$ cat src/rtl/pwm_duty_sequencer.sv
// Steps a PWM generator's duty level toward a commanded target by issuing
// fixed-width increase/decrease pulses separated by idle gaps.
module pwm_duty_sequencer #(
    parameter int HOLD_CYC    = 4,
    parameter int GAP_CYC     = 4,
    parameter int MAX_LEVEL   = 10,
    parameter int RESET_LEVEL = 5
) (
    input  logic       clk,
    input  logic       rst,
    input  logic       cmd_valid,
    input  logic [3:0] cmd_target,
    output logic       cmd_ready,
    input  logic       abort,
    output logic       increase_duty,
    output logic       decrease_duty,
    output logic [3:0] duty_level,
    output logic       busy,
    output logic       done
);

    typedef enum logic [1:0] {
        IDLE   = 2'd0,
        ASSERT = 2'd1,
        GAP    = 2'd2,
        DONE   = 2'd3
    } state_t;

    localparam int CNT_MAX = (HOLD_CYC > GAP_CYC) ? HOLD_CYC : GAP_CYC;
    localparam int CNT_W   = (CNT_MAX > 1) ? $clog2(CNT_MAX) : 1;
    localparam logic [CNT_W-1:0] HOLD_LOAD = CNT_W'(HOLD_CYC - 1);
    localparam logic [CNT_W-1:0] GAP_LOAD  = CNT_W'(GAP_CYC - 1);
    localparam logic [3:0]       MAX_L     = 4'(MAX_LEVEL);
    localparam logic [3:0]       RST_L     = 4'(RESET_LEVEL);

    function automatic logic [3:0] clip_level(input logic [3:0] t);
        return (t > MAX_L) ? MAX_L : t;
    endfunction

    function automatic logic [3:0] step_level(input logic [3:0] lvl, input logic up);
        if (up)
            return (lvl >= MAX_L) ? MAX_L : lvl + 4'd1;
        else
            return (lvl == 4'd0) ? 4'd0 : lvl - 4'd1;
    endfunction

    state_t           state_q, state_d;
    logic [CNT_W-1:0] cnt_q, cnt_d;
    logic [3:0]       level_q, level_d;
    logic [3:0]       target_q, target_d;
    logic             up_q, up_d;
    logic             abort_q, abort_d;
    logic             inc_q, inc_d;
    logic             dec_q, dec_d;
    logic             done_q, done_d;
    logic [3:0]       cmd_tgt_clip;

    assign cmd_tgt_clip = clip_level(cmd_target);

    always_comb begin
        state_d  = state_q;
        cnt_d    = cnt_q;
        level_d  = level_q;
        target_d = target_q;
        up_d     = up_q;
        abort_d  = abort_q;
        inc_d    = 1'b0;
        dec_d    = 1'b0;
        done_d   = 1'b0;
        case (state_q)
            IDLE: begin
                abort_d = 1'b0;
                if (cmd_valid) begin
                    target_d = cmd_tgt_clip;
                    if (cmd_tgt_clip == level_q) begin
                        state_d = DONE;
                        done_d  = 1'b1;
                    end else begin
                        state_d = ASSERT;
                        up_d    = cmd_tgt_clip > level_q;
                        cnt_d   = HOLD_LOAD;
                        inc_d   = cmd_tgt_clip > level_q;
                        dec_d   = !(cmd_tgt_clip > level_q);
                    end
                end
            end
            ASSERT: begin
                if (abort)
                    abort_d = 1'b1;
                if (cnt_q == '0) begin
                    // The step is only counted once the pulse has been held in full.
                    level_d = step_level(level_q, up_q);
                    state_d = GAP;
                    cnt_d   = GAP_LOAD;
                end else begin
                    cnt_d = cnt_q - CNT_W'(1);
                    inc_d = up_q;
                    dec_d = !up_q;
                end
            end
            GAP: begin
                if (abort)
                    abort_d = 1'b1;
                if (cnt_q == '0) begin
                    if (level_q == target_q || abort_q || abort) begin
                        state_d = DONE;
                        done_d  = 1'b1;
                    end else begin
                        state_d = ASSERT;
                        cnt_d   = HOLD_LOAD;
                        inc_d   = up_q;
                        dec_d   = !up_q;
                    end
                end else begin
                    cnt_d = cnt_q - CNT_W'(1);
                end
            end
            DONE: begin
                state_d = IDLE;
                abort_d = 1'b0;
                cnt_d   = '0;
            end
            default: begin
                state_d = IDLE;
            end
        endcase
    end

    always_ff @(posedge clk) begin
        if (rst) begin
            state_q  <= IDLE;
            cnt_q    <= '0;
            level_q  <= RST_L;
            target_q <= '0;
            up_q     <= 1'b0;
            abort_q  <= 1'b0;
            inc_q    <= 1'b0;
            dec_q    <= 1'b0;
            done_q   <= 1'b0;
        end else begin
            state_q  <= state_d;
            cnt_q    <= cnt_d;
            level_q  <= level_d;
            target_q <= target_d;
            up_q     <= up_d;
            abort_q  <= abort_d;
            inc_q    <= inc_d;
            dec_q    <= dec_d;
            done_q   <= done_d;
        end
    end

    assign cmd_ready     = (state_q == IDLE);
    assign busy          = (state_q != IDLE);
    assign increase_duty = inc_q;
    assign decrease_duty = dec_q;
    assign duty_level    = level_q;
    assign done          = done_q;

endmodule

$ cat config.mk
export PLATFORM = sky130hd
export DESIGN_NAME = pwm_duty_sequencer
export DESIGN_NICKNAME = d
export VERILOG_FILES = /design/src/rtl/pwm_duty_sequencer.sv
export SDC_FILE = /design/constraint.sdc
export NUM_CORES = 1
export LEC_CHECK = 0
export ABC_AREA = 0
export ABC_CLOCK_PERIOD_IN_PS = 1700
export BUFFER_PORTS_ARGS = -buffer_cell sky130_fd_sc_hd__clkbuf_2
export CELL_PAD_IN_SITES_DETAIL_PLACEMENT = 0
export CELL_PAD_IN_SITES_GLOBAL_PLACEMENT = 1
export CORE_UTILIZATION = 25
export CTS_CLUSTER_SIZE = 25
export DETAILED_ROUTE_END_ITERATION = 10
export PLACE_DENSITY = 0.63
export SLEW_MARGIN = 40
export SYNTH_ARGS = -nofsm -noshare
export SYNTH_HDL_FRONTEND = slang
export SYNTH_SLANG_ARGS = --single-unit
$ cat constraint.sdc
create_clock -name clk -period 1.7 [get_ports clk]
set_clock_uncertainty 0.1 [all_clocks]
set_input_delay 0.085 -clock clk [delete_from_list [all_inputs] [get_ports clk]]
set_output_delay 0.085 -clock clk [all_outputs]
set_load 0.02 [all_outputs]
==> metrics.cfg <==
[pwr]
p_leak_nw=0.685
powerDensity_nw_per_um2=1530
max-vdd-ir-drop_mv=0.749

[routing]
drt_iter0_markers=49
detailed_routing_iterations_pass_1=4
met1_length_mm=1.33
met2_wirelength_mm=1.37
route.detailed.wl_per_inst_um=12.7
count_of_unresolved_drc_violations_after_routing=0
route.antenna.remaining_nets=0
routed_via_density=4.75
vias=1064
max_used_layer=met4
detailroute.wirelength.met3_um=133
postRouteWirelength_mm=2.85

[global_routing]
grt_antenna_before_repair=0
grt_first_pass_wirelength_mm=4.61
grt-ovfl-total=0
global_route.usage.total_pct=13.4
grt_start_max_net_pins=18
first_global_vias=995

[critical_path]
critPathKind=flop to flop
cpPeakStageDelay_ns=0.36
cp_common_cell=buf_4
crit_start=duty_level[0]
rrSetupSlack_ns=0.003
startpoint_type=flop
crit-reg2reg-launch=duty_level[0]
timing.critical_path.slowest_stage_cell=dfxtp_4
arrival_time_of_the_worst_setup_path_ns=1.72
critical_path_cell_by_cell=ha_1, nand4_1, nand2_1, buf_4, buf_4, buf_4, a21oi_2, a211oi_2
ff2ff_path_depth=8
crit_path_max_fanout=3
setup.worst_path.end_class=flop
crit_family=buffers and inverters
critical_path_buf_inv_count=3
critPathRequiredTime_ns=1.73
regToRegEndpoint=state_q[1]

[synthesis]
synth_sequential_area_ratio_pct=31.2
post_synthesis_cell_count=136
synth.yosys.warnings=0
synth_area_um2=1090
syn-mean-instance-area_um2=8.02
post_synth_xor_area_fraction_pct=4.01
yosysUniqueCellTypes=36
synth_fp_nets=157
synth_seq_cells=17
post_synthesis_share_of_cell_area_spent_on_and_or_nand_and_nor_gates_pct=17.4
synth_fa_ha_area_share_pct=14.9
synth-compound-area-share_pct=23.9
combinational_family_with_the_most_area_after_synthesis=compound AO/OA/AOI/OAI gates
synthMuxAreaShare_pct=0.917

[timing]
finalCriticalPeriod_ns=1.70
finalHoldViolations=0
setup_repair_after_global_routing_missed_its_margin=yes
maxSlewHeadroom_pct=72.2
timing.fmax_ghz=0.589
worst_slew_pin_slew_ns=0.417
setup_viol=0
drv_slew=0
finalSetupTns_ns=0
post-route-period-util_pct=99.8
whs_ns=0.108

[clock_tree]
path_clk_slew_ns=0.07
cts_sinks=17
clock-root-buffer=clkbuf_8
ctsHtreeMaxLevel=1
cts-buffers-inserted=3
tritoncts=yes
cts.hold.buffers_added=0
clk_latency_ns=0.25
ctsLongestPathBuffers=2

[hold_path]
min_path_cells=3
whs_endpoint=abort_q
hold_class=input port to flop
hp-start=abort

[floorplanning]
fp.dieW_um=68.1
die_area_um2=4630
boundaryPins=17
floorplan.initialDensity_pct=26.7
rows=23
fp.coreArea_um2=4090
die_h_um=68.1

[layout]
inserted_diodes=0
final_cell_mix=20 x buf_4, 16 x clkbuf_2, 13 x nand2_1, 13 x nor2_1, 12 x dfxtp_1
area_delta_synth_final_pct=46.2
layout.nets=196
final-instance-count-excl-fill=224
final_common_cell=buf_4
final_cell_area_um2=1600
layout-drive-gt1-share_pct=41.4

[place]
place.gp.congestion=0.824
place.detailed.instances=212
dpl-instance-area_um2=1380
io_buffers=16
hpwl_mm=2.12

[status]
outcome=finished clean

[flow_run]
cap_viol_max_count=0

worst min-delay path, cell delays in order:
cell	delay (ns)
clkbuf_2	0.07
nor2_1	0.06
nor3b_1	0.19
state kept, by name, indices dropped and copies added, names as in the netlist:
register and flops:
abort_q 1, cnt_q 2, decrease_duty 1, done 1, duty_level 4, increase_duty 1
state_q 2, target_q 4, up_q 1
synth_stat cells:
library cell	n	area share, %
dfxtp_1	17	31
inv_1	14	4.8
nor2_1	14	4.8
ha_1	13	15
nand2_1	13	4.5
a21oi_1	12	5.5
o21ai_0	7	3.2
nor3_1	5	2.3
xor2_1	5	4.0
clkbuf_1	4	1.4
a31oi_1	3	1.7
a211oi_1	2	1.4
a311oi_1	2	1.6
nand4_1	2	1.1
nor2b_1	2	1.1
a211o_1	1	0.80
a21o_1	1	0.69
a21oi_2	1	0.80
a221o_1	1	0.92
a221oi_1	1	0.80
a32o_2	1	1.0
a32oi_1	1	0.80
and2_1	1	0.57
buf_6	1	1.0
clkbuf_2	1	0.46
mux2i_1	1	0.92
nand3_1	1	0.46
nand3b_1	1	0.69
nor3b_1	1	0.69
nor4_1	1	0.57
o22ai_1	1	0.57
o2bb2ai_1	1	0.80
o311a_1	1	0.92
o41ai_1	1	0.80
o41ai_2	1	1.5
or2_2	1	0.57
report_power, final:
part / internal [mW] / switching, mW
Combinational: 0.665 / 0.821
Clock: 0.163 / 0.152
Sequential: 0.533 / 0.106
Total: 1.36 / 1.08
layout make-up:
| cell class | instances | area [um2] |
|---|---|---|
| fillers | 416 | 2490 |
| repair buffers | 40 | 275 |
| clock buffers | 3 | 41.3 |
| multi-input cells | 99 | 800 |
| flip-flops and latches | 17 | 357 |
| inverters | 14 | 55.1 |
| clock inverters | 1 | 5.00 |
| well taps | 50 | 62.6 |
worst max path at each step:
stage,to,slack [ns],depth (start not counted)
after CTS,cnt_q[1],-0.001,6
after detailed placement,cnt_q[1],-0.13,8
after global placement,cnt_q[1],-0.04,9
final,state_q[1],0.003,8
after floorplan,cnt_q[1],-0.07,7
after global routing,state_q[1],-0.08,8
layer usage:
metal | track usage [%] | vias up
met5 | 0 | -
met4 | 3.13 | 0
met3 | 4.00 | 4
met2 | 21.6 | 20
met1 | 17.3 | 485
li1 | - | 555
through the flow:
stage | power [mW] | worst slack [ns] | utilization [%]
floorplan | 1.53 | -0.0653 | -
CTS | 2.27 | -0.00107 | 36.1
finish | 2.44 | 0.00319 | 39.0
global route | 2.65 | -0.0806 | 39.0
detailed placement | 1.91 | -0.132 | 33.6
global placement | 1.89 | -0.0409 | 33.6
cell families after synthesis:
kind of cell / count (synthesis)
buffers and inverters: 20
multiplexers: 1
XOR/XNOR: 5
flip-flops: 17
AND/OR/NAND/NOR: 42
adder cells (fa/ha/maj): 13
AO/OA/AOI/OAI: 38
repair_timing:
item	in CTS	in global routing
pin swaps	6	9
endpoints found under the setup margin	3	10
buffers inserted	5	3
resized for setup	2	22
No activity file was read; power rests on OpenSTA's default activity.
